==> src/rtl/demux12_stream_if.sv <==
// Handshake bundle for demux12_stream: one input word stream and two output lanes.
// master = producer/consumer side (testbench or surrounding logic), slave = the demux.
interface demux12_stream_if #(
    parameter int unsigned WIDTH = 72
);
    logic             in_valid;
    logic             in_ready;
    logic [WIDTH-1:0] in_data;
    logic             in_sel;
    logic             out0_valid;
    logic             out0_ready;
    logic [WIDTH-1:0] out0_data;
    logic             out1_valid;
    logic             out1_ready;
    logic [WIDTH-1:0] out1_data;

    modport master (
        output in_valid, in_data, in_sel, out0_ready, out1_ready,
        input  in_ready, out0_valid, out0_data, out1_valid, out1_data
    );

    modport slave (
        input  in_valid, in_data, in_sel, out0_ready, out1_ready,
        output in_ready, out0_valid, out0_data, out1_valid, out1_data
    );
endinterface

==> src/rtl/demux12_stream.sv <==
// Registered 1:2 stream demux: each word is steered by in_sel into a per-lane DEPTH-entry FIFO.
// Optional macro DEMUX12_BEAT_CNT_EN adds 16-bit per-lane pop counters beat_cnt0/beat_cnt1.
module demux12_stream #(
    parameter int unsigned WIDTH = 72,
    parameter int unsigned DEPTH = 2
) (
    input logic             clk,
    input logic             rst_n,
    demux12_stream_if.slave bus
`ifdef DEMUX12_BEAT_CNT_EN
    ,
    output logic [15:0]     beat_cnt0,
    output logic [15:0]     beat_cnt1
`endif
);
    localparam int unsigned PW = (DEPTH > 1) ? $clog2(DEPTH) : 1;
    localparam int unsigned CW = $clog2(DEPTH + 1);

    logic [WIDTH-1:0] mem    [2][DEPTH];
    logic [PW-1:0]    wr_ptr [2];
    logic [PW-1:0]    rd_ptr [2];
    logic [CW-1:0]    count  [2];
    logic [WIDTH-1:0] hold   [2];
    logic [WIDTH-1:0] head   [2];
    logic [1:0]       full;
    logic [1:0]       valid;
    logic [1:0]       push;
    logic [1:0]       pop;
    logic             in_rdy;

    always_comb begin
        for (int l = 0; l < 2; l++) begin
            full[l]  = (count[l] == CW'(DEPTH));
            valid[l] = (count[l] != '0);
            // An empty lane keeps showing the last head it presented.
            head[l]  = valid[l] ? mem[l][rd_ptr[l]] : hold[l];
        end
        // Ready looks only at the selected lane's occupancy: no ready-to-ready path.
        in_rdy  = ~full[bus.in_sel];
        push[0] = bus.in_valid & in_rdy & ~bus.in_sel;
        push[1] = bus.in_valid & in_rdy & bus.in_sel;
        pop[0]  = valid[0] & bus.out0_ready;
        pop[1]  = valid[1] & bus.out1_ready;
    end

    always_ff @(posedge clk or negedge rst_n) begin
        if (!rst_n) begin
            for (int l = 0; l < 2; l++) begin
                wr_ptr[l] <= '0;
                rd_ptr[l] <= '0;
                count[l]  <= '0;
                hold[l]   <= '0;
            end
        end else begin
            for (int l = 0; l < 2; l++) begin
                if (push[l]) wr_ptr[l] <= wr_ptr[l] + 1'b1;
                if (pop[l])  rd_ptr[l] <= rd_ptr[l] + 1'b1;
                if (push[l] && !pop[l]) begin
                    count[l] <= count[l] + 1'b1;
                end else if (pop[l] && !push[l]) begin
                    count[l] <= count[l] - 1'b1;
                end
                hold[l] <= head[l];
            end
        end
    end

    // Storage needs no reset: an empty lane never exposes it.
    always_ff @(posedge clk) begin
        for (int l = 0; l < 2; l++) begin
            if (push[l]) mem[l][wr_ptr[l]] <= bus.in_data;
        end
    end

    assign bus.in_ready   = in_rdy;
    assign bus.out0_valid = valid[0];
    assign bus.out0_data  = head[0];
    assign bus.out1_valid = valid[1];
    assign bus.out1_data  = head[1];

`ifdef DEMUX12_BEAT_CNT_EN
    always_ff @(posedge clk or negedge rst_n) begin
        if (!rst_n) begin
            beat_cnt0 <= 16'd0;
            beat_cnt1 <= 16'd0;
        end else begin
            if (pop[0]) beat_cnt0 <= beat_cnt0 + 16'd1;
            if (pop[1]) beat_cnt1 <= beat_cnt1 + 16'd1;
        end
    end
`endif
endmodule
==> src/flat_wrapper.sv <==
// flat-port wrapper written by rule: the top's interface ports become plain ports
module demux12_stream_flat 
#(
    parameter int unsigned WIDTH = 72,
    parameter int unsigned DEPTH = 2
)
  (clk, rst_n, bus_in_valid, bus_in_data, bus_in_sel, bus_out0_ready, bus_out1_ready, bus_in_ready, bus_out0_valid, bus_out0_data, bus_out1_valid, bus_out1_data);
  demux12_stream_if #(.WIDTH(WIDTH)) bus_i ();
  input logic clk;
  input logic rst_n;
  input wire logic [$bits(bus_i.in_valid)-1:0] bus_in_valid;
  input wire logic [$bits(bus_i.in_data)-1:0] bus_in_data;
  input wire logic [$bits(bus_i.in_sel)-1:0] bus_in_sel;
  input wire logic [$bits(bus_i.out0_ready)-1:0] bus_out0_ready;
  input wire logic [$bits(bus_i.out1_ready)-1:0] bus_out1_ready;
  output wire logic [$bits(bus_i.in_ready)-1:0] bus_in_ready;
  output wire logic [$bits(bus_i.out0_valid)-1:0] bus_out0_valid;
  output wire logic [$bits(bus_i.out0_data)-1:0] bus_out0_data;
  output wire logic [$bits(bus_i.out1_valid)-1:0] bus_out1_valid;
  output wire logic [$bits(bus_i.out1_data)-1:0] bus_out1_data;
  assign bus_i.in_valid = bus_in_valid;
  assign bus_i.in_data = bus_in_data;
  assign bus_i.in_sel = bus_in_sel;
  assign bus_i.out0_ready = bus_out0_ready;
  assign bus_i.out1_ready = bus_out1_ready;
  assign bus_in_ready = bus_i.in_ready;
  assign bus_out0_valid = bus_i.out0_valid;
  assign bus_out0_data = bus_i.out0_data;
  assign bus_out1_valid = bus_i.out1_valid;
  assign bus_out1_data = bus_i.out1_data;
  demux12_stream #(.WIDTH(WIDTH), .DEPTH(DEPTH)) u_core (.clk(clk), .rst_n(rst_n), .bus(bus_i));
endmodule
==> config.mk <==
export PLATFORM = sky130hd
export DESIGN_NAME = demux12_stream_flat
export DESIGN_NICKNAME = d
export VERILOG_FILES = /design/src/rtl/demux12_stream_if.sv /design/src/rtl/demux12_stream.sv /design/src/flat_wrapper.sv
export SDC_FILE = /design/constraint.sdc
export NUM_CORES = 1
export LEC_CHECK = 0
export BUFFER_PORTS_ARGS = -buffer_cell sky130_fd_sc_hd__buf_2
export CAP_MARGIN = 20
export CORE_AREA = 8 8 186 188
export DETAILED_ROUTE_END_ITERATION = 12
export DIE_AREA = 0 0 194 196
export PLACE_DENSITY = 0.73
export SLEW_MARGIN = 10
export SYNTH_ARGS = -nofsm -noshare
export SYNTH_HDL_FRONTEND = slang
export SYNTH_SLANG_ARGS = --single-unit
==> constraint.sdc <==
create_clock -name clk -period 4.3 [get_ports clk]
set_input_delay 0.645 -clock clk [delete_from_list [all_inputs] [get_ports clk]]
set_output_delay 0.645 -clock clk [all_outputs]
set_load 0.1 [all_outputs]
## After elaboration in Yosys (flattened, before gate mapping)

Memories as Yosys holds them, arrays and structs flattened.
Index checks and enable logic that the tools add are counted.

- Bits in registers: 152
- Input bits: 78
- Memories kept: 1
- Output and inout port bits: 147
- RAM bits: 288

Memories:

| name | depth | bits a word | read ports | clocked after Yosys merged registers in | write ports | RTL line | RTL |
|---|---|---|---|---|---|---|---|
| u_core.mem | 2 | 144 | 2 | 0 | 1 | demux12_stream.sv:19 | `logic [WIDTH-1:0] mem [2][DEPTH];` |

- Equality and inequality tests: 2
- Add/sub/neg operators: 8
- Reduce and logical (&&, ||, !) cells: 15
- $lt $le $gt $ge: 7
- Bitwise logic cells: 11
- Mux-type cells: 25

Operators with widths:

| cell | count |
|---|---|
| $mux W72 | 10 |
| $mux W144 | 4 |
| $demux W72 S1 | 2 |
| $reduce_or A144 Y1 | 1 |
| $ge A2 B2 Y1 const B | 4 |
| $mux W2 | 4 |
| $not A1 Y2 | 4 |
| $reduce_bool A2 Y1 | 4 |
| $logic_and A1 B1 Y1 | 6 |
| $and A1 B1 Y1 | 5 |
| $mux W1 | 5 |
| $add A1 B1 Y1 const B | 4 |
| $add A2 B1 Y2 const B | 2 |
| $eq A2 B2 Y1 const B | 2 |
| $logic_not A1 Y1 | 4 |
| $lt A2 B1 Y1 const B | 2 |
| $sub A2 B1 Y2 const B | 2 |
| $lt A1 B2 Y1 const B | 1 |
| $not A1 Y1 | 2 |

## Longest topological paths before layout

Gate-level depths: netlist (run 1).

- Word-level depth: 10
- Gate-level depth with buffers: 7

## Worst setup path after synthesis (run 1)

Ideal clock, no wire load.

- Path type: input to register
- From: in bus_in_valid
- To: mem u_core.mem[0][216] in the netlist's numbering (enable)
- Arrival: 4.158 ns
- Stages: 3
- Slack: -0.369 ns
- Setup time: 0.511 ns
- Path through: nand2_1 -> a21oi_1 -> nor2b_1

- Longest elaborated chain between the ends: 6
- Elaborated cells on any way between the ends: 10

Ends and longest elaborated chain:

| what | RTL line | RTL |
|---|---|---|
| from (decl) | flat_wrapper.sv:11 | `input wire logic [$bits(bus_i.in_valid)-1:0] bus_in_valid;` |
| $and A1 B1 Y1 (*) (2 in series) | demux12_stream.sv:41 | `push[1] = bus.in_valid & in_rdy & bus.in_sel;` |
| net u_core.push[1] | demux12_stream.sv:27 | `logic [1:0] push;` |
| $mux W1 (*) | demux12_stream.sv:71 | `if (push[l]) mem[l][wr_ptr[l]] <= bus.in_data;` |
| $mux W144 (implied by the code) (*) | demux12_stream.sv:71 |  |
| $reduce_or A144 Y1 (no source line) | n/a |  |
| $mux W1 (no source line) or $mux W144 (tied branches) | n/a |  |
| to (decl) | demux12_stream.sv:19 |  |

Mark *: on every way through the listed nets, which the timed path passes. The rest lies on a longest branch.

## Worst setup path in the final report (run 1)

- From: reg u_core.count[0] in the netlist's numbering
- To: out bus_out1_data[6]

- Longest elaborated chain between the ends: 2

Ends and longest elaborated chain:

| what | RTL line | RTL |
|---|---|---|
| from (decl) | demux12_stream.sv:22 | `logic [CW-1:0] count [2];` |
| from (signal, indexed assignment) | demux12_stream.sv:59 | `count[l] <= count[l] + 1'b1;` |
| from (signal, indexed assignment) | demux12_stream.sv:61 | `count[l] <= count[l] - 1'b1;` |
| $reduce_bool A2 Y1 | demux12_stream.sv:34 | `valid[l] = (count[l] != '0);` |
| $mux W72 | demux12_stream.sv:36 | `head[l] = valid[l] ? mem[l][rd_ptr[l]] : hold[l];` |
| to (decl) | flat_wrapper.sv:20 | `output wire logic [$bits(bus_i.out1_data)-1:0] bus_out1_data;` |

No other way between the ends.

==> metrics.cfg, run 1 <==
[hold_path]
holdPathStages=1
hold_path.class=input port to flop
min_from=bus_in_data[53]
hold_path_end=u_core.mem[0][269]$_DFFE_PP_

[timing]
layout_min_cycle_time_ns=3.72
fmax_mhz=269
finClkSkew_ns=0.0243
finalSetupViolCount=0
final.period_utilization_pct=86.5
final.setup.tns_ns=0
rsz0062_at_grt=no
hold_viol=0
final-max-slew-violation-count=0
worst_pin_slew_ns=1.03
slew_headroom_pct=31.6

[drt]
via_per_inst=5.11
first_pass_iters=4
drc_errors=0
wl_per_cell_um=19.9
via_count=8344
drt_iter0_drc=471
wl_um=32500
ant_nets=0

[global_route]
grt_overflow_total=0
antenna_found_initial=2
grt_pass1_wl_um=50600
grt_start_max_net_pins=97
gr-usage-all-layers_pct=16.8
first_global_vias=8852

[clock_tree]
cts_root_buffer=clkbuf_16
postCtsSetupRepairBufs=0
clk_pin_slew_ns=0.06
post_cts_resized=0
cts_made_buffers=45
tritoncts=built
clkLatencyLatePin_ns=0.55
cts_buffer_depth=3
cts_sinks=440
htreeDepth=2

[cells_and_area]
nets=1267
stdcell_area_um2=18700
drive_gt1_share_pct=24.9
n_antenna_cell=0
fin_util_pct=58.6
area_growth_pct=17.8

[yosys]
synthCells=950
synthesis.nets=1030
avgSynthCellArea_um2=16.7
netlist_area_um2=15800
seq_area_frac_synth_pct=78.6
yosysWarnings=0
ys_ff_latch=440
ys_types=19

[die]
die_w_um=194
rows=66
pin_count=225
fp.dieH_um=196
die-area_um2=38000
initial_core_util_pct=49.7
core_um2=31900

[worst_setup_path]
worstSetupStartpointType=flop
timing.rr.end=u_core.count[1]$_DFFE_PN0P_
cp-end-kind=output pin
r2r_start=u_core.count[0]$_DFFE_PN0P_
cp_max_fo=82
rr_worst_depth=5
cp.arrival_ns=3.08
rrSetupSlack_ns=1.97
path_class=flop to output pin
crit_required_ns=3.65

[outcome]
status=completed

[place]
portBuffers=224
dp_hpwl_um=19800
gp_congestion=0.721
placed_cell_area_um2=17200

[job]
maxCapViolCount=0

==> sequential cells by signal (all words and copies together) (netlist names) <==
register       count
u_core.wr_ptr      2
u_core.rd_ptr      2
u_core.hold      144
u_core.mem       288
u_core.count       4
==> critical path, cell delays in order (launching register included) <==
cell     delay [ns]
dfrtp_1        0.42
or2_4          0.83
buf_4          0.46
nor2_1         0.10
a21oi_1        0.23
buf_2          0.48
==> cell usage after synthesis, drive strengths merged <==
cell / count / area (um2)
nand2: 3 / 11.3
nor2b: 1 / 6.26
buf: 40 / 420
edfxtp: 288 / 8650
nor2: 148 / 556
dfrtp: 152 / 3800
or2: 2 / 17.5
clkbuf: 8 / 60.1
a21oi: 145 / 726
nand2b: 1 / 6.26
nand3b: 1 / 7.51
inv: 2 / 7.51
a31oi: 1 / 6.26
ha: 2 / 25.0
xor2: 5 / 43.8
xnor2: 5 / 43.8
mux2i: 144 / 1440
and2: 2 / 12.5
==> metrics by stage <==
stage               instances  hold WS [ns]  setup WS [ns]
global route             1632         0.289          0.344
CTS                      1630         0.266          0.517
global placement         1544         0.486           1.32
detailed placement       1546         0.490           1.18
finish                   1632         0.306          0.579
floorplan                 950         0.349           1.00
==> routing by layer <==
metal	share of wire (%)	vias up	track usage, %	wire (um)
met4	1.6	4	4.38	520
met1	43	4112	21.9	13900
met3	5.5	50	3.98	1800
met5	0.068	-	0	22
li1	-	3954	-	-
met2	50	224	28.3	16300
==> cell usage in the layout, fill, tap and decap left out, drive strengths merged, types with 3 or more instances in the layout <==
master	instances
edfxtp	288
buf	237
dfrtp	152
nor2	148
a21oi	145
mux2i	144
clkbuf	77
xnor2	5
xor2	5
clkinv	5
nand2	3
inv	3
==> how the worst max path moves through the flow <==
stage | from | to | slack (ns) | cells after the start
2_1_floorplan | bus_in_valid | u_core.mem[0][216]$_DFFE_PP_ | 1.00 | 3
3_3_place_gp | u_core.count[0]$_DFFE_PN0P_ | bus_out1_data[34] | 1.32 | 5
3_5_place_dp | u_core.count[0]$_DFFE_PN0P_ | bus_out1_data[29] | 1.18 | 5
4_1_cts | u_core.count[0]$_DFFE_PN0P_ | bus_out1_data[6] | 0.52 | 5
5_1_grt | u_core.count[0]$_DFFE_PN0P_ | bus_out1_data[6] | 0.34 | 5
6_report | u_core.count[0]$_DFFE_PN0P_ | bus_out1_data[6] | 0.58 | 5
==> kinds of logic (layout without fill, tap and decap cells) <==
kind of cell | after synthesis | count (layout) | share of synthesized area (%)
AOI/OAI and AO/OA | 146 | 146 | 4.62
xor gates and xnor gates | 10 | 10 | 0.553
adders and majority gates | 2 | 2 | 0.158
buffers and inverters | 50 | 324 | 3.08
DFF | 440 | 440 | 78.6
muxes | 144 | 144 | 9.10
and+or+nand+nor | 158 | 158 | 3.89
==> repair_timing <==
item,CTS,global route
hold buffers,0,1
endpoints found under the setup margin,0,0
hold endpoints to repair,0,19
==> final cells by class <==
class                           instances  area, um2
Fill cell                            2439      13200
Sequential cell                       440      12500
Multi-Input combinational cell        460       2920
Timing Repair Buffer                  238       1360
Clock buffer                           77       1350
Tap cell                              408        510
Clock inverter                          7       63.8
Inverter                                2       7.51
Power of run 1 is not shown: default switching activity piles up to over one toggle a cycle in this logic, so the estimate is an artifact.
==> run 2: changes to the inputs <==
--- a/config.mk
+++ b/config.mk
@@ -7,10 +7,11 @@
 export LEC_CHECK = 0
 export BUFFER_PORTS_ARGS = -buffer_cell sky130_fd_sc_hd__buf_2
 export CAP_MARGIN = 20
-export CORE_AREA = 8 8 186 188
+export CORE_AREA = 8 8 182 184
+export CTS_BUF_LIST = sky130_fd_sc_hd__clkbuf_4
 export DETAILED_ROUTE_END_ITERATION = 12
-export DIE_AREA = 0 0 194 196
-export PLACE_DENSITY = 0.73
+export DIE_AREA = 0 0 190 192
+export PLACE_DENSITY = 0.76
 export SLEW_MARGIN = 10
 export SYNTH_ARGS = -nofsm -noshare
 export SYNTH_HDL_FRONTEND = slang
==> metrics.cfg, run 2 (same netlist as run 1, synthesis figures left out) <==
[worst_setup_path]
rrSetupSlack_ns=1.90
worstSetupStartpointType=flop
crit_end=bus_out1_data[1]
crit_required_ns=3.65
worstSetupStartpoint=u_core.rd_ptr[0]$_DFFE_PN0P_
rr_worst_depth=5
r2r_start=u_core.count[2]$_DFFE_PN0P_
path_class=flop to output pin
cp.arrival_ns=3.01
cp-end-kind=output pin
timing.rr.end=u_core.mem[0][17]$_DFFE_PP_
cp_max_fo=41

[job]
maxCapViolCount=0

[timing]
slew_headroom_pct=37.9
fmax_mhz=274
worst_pin_slew_ns=0.932
layout_min_cycle_time_ns=3.65
finClkSkew_ns=0.0643
hold_viol=0
final.period_utilization_pct=84.9
rsz0062_at_grt=no
final.setup.tns_ns=0
final-max-slew-violation-count=0
finalSetupViolCount=0

[drt]
drt_iter0_drc=464
drc_errors=0
via_per_inst=5.11
ant_nets=0
first_pass_iters=5
wl_um=33600
wl_per_cell_um=18.9
via_count=9069

[die]
core_um2=30200
die-area_um2=36500
die_w_um=190
pin_count=225
initial_core_util_pct=52.5
rows=64
fp.dieH_um=192

[place]
portBuffers=224
gp_congestion=0.729
dp_hpwl_um=19900

[global_route]
grt-busiest-layer=met2
grt_start_max_net_pins=89
antenna_found_initial=6
grt_pass1_wl_um=52700
gr-usage-met2_pct=30.9
grt_overflow_total=0
gr-usage-met3_pct=5.97
gr-usage-all-layers_pct=18.6
first_global_vias=9757
grt_util_met1_pct=22.6

[clock_tree]
clkLatencyLatePin_ns=0.79
cts_root_buffer=clkbuf_4
tritoncts=built
htreeDepth=3
clk_pin_slew_ns=0.07
cts_sinks=440
cts_made_buffers=109
cts_buffer_depth=3
post_cts_resized=0

[cells_and_area]
area_growth_pct=19.4
nets=1362
final_cell_mix=edfxtp_1 (288), buf_2 (223), clkbuf_4 (163)
drive_gt1_share_pct=30.7
final_common_cell=edfxtp_1
largest_register_ffs=288

[hold_path]
hold_path.class=input port to flop

[outcome]
status=completed

==> run 2: stage by stage <==
step / setup WS (ns) / util (%) / instance area, um2 / hold WS (ns) / cells
floorplan: 1.00 / - / 15800 / 0.349 / 950
global placement: 1.38 / 57.0 / 17200 / 0.483 / 1538
detailed placement: 1.27 / 57.0 / 17200 / 0.498 / 1538
CTS: 0.402 / 62.5 / 18900 / 0.000315 / 1768
global route: 0.396 / 62.7 / 18900 / -0.0250 / 1776
finish: 0.648 / 62.7 / 18900 / 0.0935 / 1776
==> run 2: how the worst min path moves through the flow <==
stage | startpoint | end | slack [ns] | cells past startpoint
after floorplan | rst_n | u_core.count[0]$_DFFE_PN0P_ | 0.35 | 0
after global placement | u_core.count[3]$_DFFE_PN0P_ | u_core.count[3]$_DFFE_PN0P_ | 0.48 | 1
after detailed placement | u_core.count[3]$_DFFE_PN0P_ | u_core.count[3]$_DFFE_PN0P_ | 0.50 | 1
after CTS | bus_in_data[35] | u_core.mem[0][251]$_DFFE_PP_ | 0.0003 | 1
after global routing | bus_in_data[41] | u_core.mem[0][185]$_DFFE_PP_ | -0.03 | 1
final | bus_in_data[11] | u_core.mem[0][155]$_DFFE_PP_ | 0.09 | 1
==> run 2: critical path, stage by stage, from the launching register on <==
cell     delay [ns]
dfrtp_4        0.88
buf_12         0.39
mux2i_1        0.12
a21oi_1        0.32
buf_2          0.50
==> run 2: area by class of cell <==
class / count / area (um2)
clock buffers: 163 / 1220
inverters: 2 / 7.51
flip-flops and latches: 440 / 12500
fillers: 2206 / 11300
repair buffers: 269 / 1610
multi-input cells: 460 / 2920
clock inverters: 42 / 194
well taps: 396 / 495
diodes: 4 / 10.0
==> run 2: repair_timing <==
item,in CTS,in global routing
endpoints found under the hold margin,152,7
setup buffers,0,0
hold buffers,25,3
==> run 2: metal layers <==
layer  share of wire, %  routed length, um
met5               0.14                 48
met4                1.5                501
met3                6.5               2190
met2                 49              16600
met1                 42              14200
Power of run 2 is left out for the same reason.
==> run 3: changes to the inputs <==
--- a/config.mk
+++ b/config.mk
@@ -7,11 +7,11 @@
 export LEC_CHECK = 0
 export BUFFER_PORTS_ARGS = -buffer_cell sky130_fd_sc_hd__buf_2
 export CAP_MARGIN = 20
-export CORE_AREA = 8 8 182 184
+export CORE_AREA = 8 8 179 181
 export CTS_BUF_LIST = sky130_fd_sc_hd__clkbuf_4
 export DETAILED_ROUTE_END_ITERATION = 12
-export DIE_AREA = 0 0 190 192
-export PLACE_DENSITY = 0.76
+export DIE_AREA = 0 0 187 189
+export PLACE_DENSITY = 0.75
 export SLEW_MARGIN = 10
 export SYNTH_ARGS = -nofsm -noshare
 export SYNTH_HDL_FRONTEND = slang
==> constraint.sdc (replaced) <==
create_clock -name clk -period 3.6 [get_ports clk]
set_input_delay 0.54 -clock clk [delete_from_list [all_inputs] [get_ports clk]]
set_output_delay 0.54 -clock clk [all_outputs]
set_load 0.1 [all_outputs]
==> metrics.cfg, run 3 (same netlist as run 1, synthesis figures left out) <==
[outcome]
status=completed

[cells_and_area]
area_growth_pct=21.3
nets=1391
final.fill_count=2070
final_common_cell=edfxtp_1
drive_gt1_share_pct=30.1
final_cell_mix=edfxtp_1 (288), buf_2 (223), clkbuf_4 (165)
largest_register_ffs=288

[worst_setup_path]
worstSetupStartpointType=flop
max_stage_delay_ns=0.53
path_cells=or2_4 -> buf_12 -> nor2_1 -> a21oi_1 -> buf_2
crit_required_ns=3.06
crit_family=buffers and inverters
path_class=flop to output pin
cp.arrival_ns=2.77
cp_slowest_cell=or2_4
cp-end-kind=output pin
critPathBufInv=2
cp_max_fo=49

[drt]
ant_nets=0
drc_errors=0
wl_per_cell_um=18.9
wl_um=33800
first_pass_iters=5
via_per_inst=5.07
via_count=9083
drt_iter0_drc=523

[die]
die-area_um2=35300
initial_core_util_pct=54.2
rows=63
pin_count=225
die_w_um=187
core_um2=29200
fp.dieH_um=189

[timing]
final-max-slew-violation-count=0
setup_slack_ns=0.292
slew_headroom_pct=49.6
final.setup.tns_ns=0
hold_viol=0
worst_pin_slew_ns=0.756
final.period_utilization_pct=91.9
layout_min_cycle_time_ns=3.31
fmax_mhz=302
rsz0062_at_grt=no
finalSetupViolCount=0
finClkSkew_ns=0.0481

[clock_tree]
htreeDepth=3
cts_sinks=440
cts_root_buffer=clkbuf_4
postCtsSetupRepairBufs=0
clkLatencyLatePin_ns=0.71
cts_buffer_depth=3
cts_made_buffers=107
tritoncts=built
clk_pin_slew_ns=0.07

[global_route]
antenna_found_initial=3
grt_pass1_wl_um=52900
grt_overflow_total=0
first_global_vias=9829
gr-usage-all-layers_pct=18.9
grt_start_max_net_pins=71

[place]
pre_cts_slack_ns=1.01
gp_congestion=0.749
dp_hpwl_um=20000
portBuffers=224

[hold_path]
hold_path.class=input port to flop

[job]
maxCapViolCount=0

-- run 3: cell count changes in the layout (fill, tap and decap cells not counted), sizes merged --
cell	previous run	this run
diode	4	3
clkinv	36	30
clkbuf	163	165
dlygate4sd3	28	59
clkinvlp	3	0
-- run 3: cell type report --
cell class	count	area, um2	share of cell area [%]
flip-flops and latches	440	12500	64.8
multi-input cells	460	2920	15.2
repair buffers	300	1960	10.2
clock buffers	165	1240	6.44
well taps	390	488	2.54
clock inverters	33	140	0.729
inverters	2	7.51	0.0391
diodes	3	7.51	0.0391
-- run 3: per-stage QoR --
stage	utilization, %	hold slack, ns	area, um2	std cells
5_1_grt	65.7	0.00828	19200	1793
2_1_floorplan	-	0.244	15800	950
6_report	65.7	0.0792	19200	1793
3_5_place_dp	59.0	0.494	17200	1533
4_1_cts	65.7	0.000876	19200	1790
3_3_place_gp	59.0	0.485	17200	1533
-- run 3: metal layers --
metal	vias up	GRT usage [%]	share of wire, %
met3	40	5.91	6.6
met4	2	6.23	1.3
met1	4477	23.3	42
met5	-	0	0.038
met2	299	31.7	50
li1	4265	-	-
-- run 3: worst reg2reg max path: stages, from the launching register on --
cell and delay [ns]:
dfrtp_1 0.41, nand2b_1 0.17, nand3b_1 0.21, inv_1 0.14, and2_4 0.65, buf_12 0.30
-- run 3: repair_timing --
action	in CTS	in global routing
setup endpoints to repair	0	0
hold endpoints to repair	269	0
hold buffers	59	0
gates resized for setup	0	0
-- run 3: path summary, 6_finish.rpt --
check / cells after the start / slack, ns / from / end
max in group asynchronous: 3 / 2.31 / rst_n / u_core.wr_ptr[1]$_DFFE_PN0P_
min in group asynchronous: 2 / 0.38 / rst_n / u_core.hold[28]$_DFF_PN0_
worst max-delay path: 5 / 0.29 / u_core.count[0]$_DFFE_PN0P_ / bus_out1_data[41]
worst min register to register: 1 / 0.50 / u_core.count[3]$_DFFE_PN0P_ / u_core.count[3]$_DFFE_PN0P_
worst min-delay path: 1 / 0.08 / bus_in_data[48] / u_core.mem[0][120]$_DFFE_PP_
worst max register to register: 5 / 1.40 / u_core.count[2]$_DFFE_PN0P_ / u_core.mem[0][18]$_DFFE_PP_
Power of run 3 is left out for the same reason.
